## src/rtl/rv32_ctrl_pipe.sv

```systemverilog
// rv32_ctrl_pipe: decodes FD instruction and drives the stage-aligned ctrl word for the 3-stage RV32 datapath
module rv32_ctrl_pipe (
  input  logic        clk,
  input  logic        rst_n,
  input  logic [31:0] inst,
  input  logic [31:0] alu_res,
  output logic [0:12] ctrl,
  output logic        pc_en,
  output logic        illegal
);
  logic [6:0] opc;
  logic [2:0] f3;
  logic [4:0] rs1, rs2, d_rd;
  logic is_r, is_i, is_lw, is_sw, is_br, legal;
  logic d_rw, d_imm, d_src, d_rs2;
  logic [3:0] d_op;
  logic ex_src, ex_br, ex_bne, ex_rw, ex_mw, ex_wb;
  logic [3:0] ex_op;
  logic [4:0] ex_rd;
  logic mw_rw, mw_mw, mw_wb;
  logic [4:0] mw_rd;
  logic h1, h2, taken, stall, kill;
  assign opc   = inst[6:0];
  assign f3    = inst[14:12];
  assign rs1   = inst[19:15];
  assign rs2   = inst[24:20];
  assign is_r  = opc == 7'b0110011;
  assign is_i  = opc == 7'b0010011;
  assign is_lw = opc == 7'b0000011 && f3 == 3'b010;
  assign is_sw = opc == 7'b0100011 && f3 == 3'b010;
  assign is_br = opc == 7'b1100011 && f3[2:1] == 2'b00;
  assign legal = is_r | is_i | is_lw | is_sw | is_br;
  assign d_rw  = is_r | is_i | is_lw;
  assign d_imm = is_sw | is_br;
  assign d_src = is_i | is_lw | is_sw;
  assign d_rs2 = is_r | is_sw | is_br;
  assign d_rd  = d_rw ? inst[11:7] : 5'd0;
  // only SRAI among the immediate shifts carries funct7[5] into the op
  assign d_op  = is_r ? {inst[30], f3} :
                 is_i ? {inst[30] & (f3 == 3'b101), f3} :
                 is_br ? 4'b1000 : 4'b0000;
  assign h1 = rs1 != 5'd0 && ((ex_rw && ex_rd == rs1) || (mw_rw && mw_rd == rs1));
  assign h2 = rs2 != 5'd0 && ((ex_rw && ex_rd == rs2) || (mw_rw && mw_rd == rs2));
  assign taken = ex_br & (ex_bne ? alu_res != 32'd0 : alu_res == 32'd0);
  assign stall = !taken & ((legal & h1) | (d_rs2 & h2));
  assign kill  = taken | stall | !legal;
  assign pc_en = !stall;
  assign ctrl  = {taken, mw_rw, 3'b000, d_imm, ex_src, ex_op, mw_mw, mw_wb};
  always_ff @(posedge clk or negedge rst_n) begin
    if (!rst_n) begin
      {ex_src, ex_br, ex_bne, ex_rw, ex_mw, ex_wb, ex_op, ex_rd} <= '0;
      {mw_rw, mw_mw, mw_wb, mw_rd} <= '0;
      illegal <= 1'b0;
    end else begin
      ex_src  <= !kill & d_src;
      ex_br   <= !kill & is_br;
      ex_bne  <= !kill & is_br & f3[0];
      ex_rw   <= !kill & d_rw;
      ex_mw   <= !kill & is_sw;
      ex_wb   <= !kill & is_lw;
      ex_op   <= kill ? 4'd0 : d_op;
      ex_rd   <= kill ? 5'd0 : d_rd;
      mw_rw   <= ex_rw;
      mw_mw   <= ex_mw;
      mw_wb   <= ex_wb;
      mw_rd   <= ex_rd;
      illegal <= illegal | !legal;
    end
  end
endmodule

```

## config.mk

```make
export PLATFORM = sky130hd
export DESIGN_NAME = rv32_ctrl_pipe
export DESIGN_NICKNAME = d
export VERILOG_FILES = /design/src/rtl/rv32_ctrl_pipe.sv
export SDC_FILE = /design/constraint.sdc
export NUM_CORES = 1
export LEC_CHECK = 0
export ABC_AREA = 1
export BUFFER_PORTS_ARGS = -buffer_cell sky130_fd_sc_hd__buf_4
export CORE_UTILIZATION = 42
export CTS_CLUSTER_SIZE = 16
export DETAILED_ROUTE_END_ITERATION = 10
export PLACE_DENSITY = 0.81
export SLEW_MARGIN = 15
export SYNTH_ARGS = -nofsm -noshare
export SYNTH_HDL_FRONTEND = slang
export SYNTH_SLANG_ARGS = --single-unit
export TNS_END_PERCENT = 20
```

## constraint.sdc

```tcl
create_clock -name clk -period 1.65 [get_ports clk]
set_input_delay 0.2475 -clock clk [delete_from_list [all_inputs] [get_ports clk]]
set_output_delay 0.2475 -clock clk [all_outputs]
set_load 0.02 [all_outputs]
```

==> flow_summary_export.csv <==
group,metric,value,unit
run_status,outcome,"finished with violations",
run_status,violations,"setup timing",
final_layout,fin_util,61.35,%
critical_path,r2r_cells,13,
timing,period_minus_slack,1.796,ns
die,die_x,63.58,µm
drt,dr.pass1.iters,4,
placed_design,io_buffers,71,
clock_tree,cts_tree,"built",
timing,report.final.slew_viol_count,0,
critical_path,worstSetupPathType,"flop to output pin",
drt,routedWlPerCell,10.40,µm
timing,max_freq,556.7,MHz
die,core_area,3661,µm²
global_routing,grt_pass1_wl,6285,µm
global_routing,grt_usage,19.59,%
clock_tree,clk_latency,0.25,ns
drt,routed_wl,3754,µm
drt,vias_per_cell,4.515,
die,io_pins,81,
pwr,sw_frac_of_total,22.86,%
die,die_area,4042,µm²
synth,synthCells,238,
final_layout,fin_nets,381,
placed_design,dp_slack,-0.01023,ns
synth,synth_edf_count,0,
synth,synth.most_common_cell,"nand2_1",
critical_path,cp-end-kind,"output pin",
clock_tree,cts_buffer_depth,2,
synth,synth_warnings,0,
pwr,ir_worst_vdd,0.0003199,V
drt,drc,0,
timing,rsz0062_at_grt,"true",
timing,setup_tns,-0.3187,ns
synth,avgSynthCellArea,6.692,µm²
pwr,pwr-share-seq,52.2,%
synth,ys_seq_area_share,37.71,%
synth,synth.largest_area_cell,"dfrtp_1",
timing,hold_violations,0,
clock_tree,clkSinkCount,24,
die,dieHeight,63.58,µm
clock_tree,cts_buffers,3,
synth,netlist.area_leader.share,37.71,%
global_routing,first_global_vias,1615,
die,initial_core_util,43.51,%
synth,synth.distinct_cells,23,
timing,fin_ws,-0.1463,ns
synth,async_flop_share,100.0,%
global_routing,grt_max_degree,25,
clock_tree,htree_levels,1,
min_path,whs_path_depth,3,
final_layout,fillers,334,
critical_path,required,1.40,ns
synth,synthFlopType,"dfrtp_1",
clock_tree,clock-root-buffer,"clkbuf_8",
pwr,power.density,501.6,nW/µm²
pwr,net-switching-power,257.5,µW
critical_path,cp.arrival,1.55,ns
flow_run,maxCapViolations,0,
timing,finalCritPeriodShare,108.9,%
drt,dr_total_vias,1630,
final_layout,stdcell_count,361,
global_routing,grt_antenna_before_repair,0,
placed_design,dp_hpwl,3073,µm
synth,syn_area,1593,µm²
placed_design,routabilityCongestion,0.8741,
placed_design,dp.cells,355,
pwr,p_int,868.9,µW
drt,postRouteAntennaNets,0,
min_path,hp-class,"input pin to flop",
critical_path,worst-path-max-fanout,4,
synth,synthTopCellsByArea,"dfrtp_1 (38%), nand2_1 (17%), nor2_1 (9.9%)",
drt,drtIter0Drc,84,
pwr,p_clk_share,28.3,%
pwr,leakage,0.001208,µW
final_layout,area_growth,41.01,%
critical_path,crit_path_start_kind,"flop",
final_layout,reg_top3,"ex_rd x5, mw_rd x5, ex_op x4",
synth,synthTopCellsByCount,"nand2_1 (73), nor2_1 (42), inv_1 (34)",
final_layout,drive_gt1_share,36.10,%
pwr,combPwrFrac,19.4,%
die,num_rows,22,
timing,finalSetupViolations,7,
timing,finClkSkew,0.001300,ns
final_layout,antenna_cells,0,
pwr,power,1126,µW
synth,ys_ff_latch,24,
clock_tree,clk_pin_slew,0.07,ns
global_routing,overflow,0,
-- routing by layer --
layer | global-route usage, % | wire length (µm) | part of all wire (%) | vias to the layer above
met3 | 2.536 | 149 | 4.0 | 7
met4 | 5.114 | 42 | 1.1 | 0
li1 | - | - | - | 858
met2 | 37.90 | 1984 | 53 | 45
met1 | 22.06 | 1576 | 42 | 720
met5 | 0 | 0 | 0 | -
-- what timing repair did --
action | 4_1_cts | 5_1_grt
hold buffers | 1 | 0
gates cloned | 0 | 1
pin swaps | 0 | 6
setup buffers | 0 | 1
setup endpoints to repair | 1 | 11
gates resized for setup | 3 | 5
endpoints found under the hold margin | 24 | 0
-- layout by cell type, fill, tap and decap left out --
master | netlist | routed
nor2_4 | 3 | 4
or2_2 | 1 | 1
a21oi_1 | 1 | 1
o21ai_0 | 5 | 3
a31oi_1 | 1 | 1
nand2_2 | 2 | 4
nor3_4 | 1 | 1
dlygate4sd3_1 | 0 | 1
buf_6 | 0 | 1
buf_4 | 9 | 76
nor3_1 | 5 | 5
conb_1 | 1 | 3
o21ai_1 | 0 | 1
nand2_4 | 1 | 1
inv_2 | 3 | 4
o21ai_2 | 0 | 1
o22ai_1 | 1 | 1
dfrtp_1 | 24 | 24
nand4_1 | 1 | 1
inv_1 | 34 | 33
o21bai_1 | 2 | 2
nand3_2 | 5 | 5
nor2_2 | 12 | 12
nand3_1 | 10 | 10
nor2_1 | 42 | 41
nor4_1 | 1 | 1
nand2_1 | 73 | 72
clkbuf_8 | 0 | 3
-- worst max-delay path, cell delays in order (launching register included) --
cell and delay (ns):
dfrtp_1 0.39, inv_1 0.07, nand2_1 0.06, nand2_1 0.07, nor2_2 0.12, nand3_1 0.08
nand2_1 0.07, nand2_2 0.06, nor2_4 0.13, o21ai_2 0.09, buf_6 0.14
-- path summary, 6_finish.rpt --
kind	from	endpoint	slack [ns]
setup / recovery	ex_rd[4]	pc_en	-0.15
hold / removal	inst[10]	ex_rd[3]	0.20
setup reg to reg	ex_rd[4]	ex_op[1]	-0.04
hold reg to reg	ex_mw	mw_mw	0.35
max in group asynchronous	rst_n	mw_rd[1]	1.01
min in group asynchronous	rst_n	mw_rd[3]	0.41
-- per-stage QoR --
| step | area (µm²) | hold WS (ns) |
|---|---|---|
| 6_report | 2246 | 0.2030 |
| 5_1_grt | 2246 | 0.2057 |
| 4_1_cts | 2222 | 0.2007 |
| 3_5_place_dp | 2163 | 0.1564 |
| 3_3_place_gp | 2163 | 0.1523 |
| 2_1_floorplan | 1600 | -0.04809 |
-- area by class of cell --
cell class                 instances  area, µm²  share of cell area (%)
timing repair buffer              78      591.8                   26.35
sequential                        24      600.6                   26.74
multi-input combinational        171      813.3                   36.21
tap                               48      60.06                   2.674
inverter                          37      138.9                   6.184
clock buffer                       3      41.29                   1.838
-- cells by family after synthesis --
group | after synthesis | synth area share (%)
AND/OR/NAND/NOR | 157 | 45.48
flip-flops | 24 | 37.71
AO/OA/AOI/OAI | 10 | 3.613
other | 1 | 0.2354
buffers and inverters | 46 | 12.96
-- power groups by stage --
stage          clock (µW)  sequential, µW  combinational, µW
3_5_place_dp            0             600                217
5_1_grt               354             588                245
4_1_cts               327             588                219
3_3_place_gp            0             600                212
2_1_floorplan           0             600               78.2
6_report              319             588                219
(Power assumes the default switching activity.)
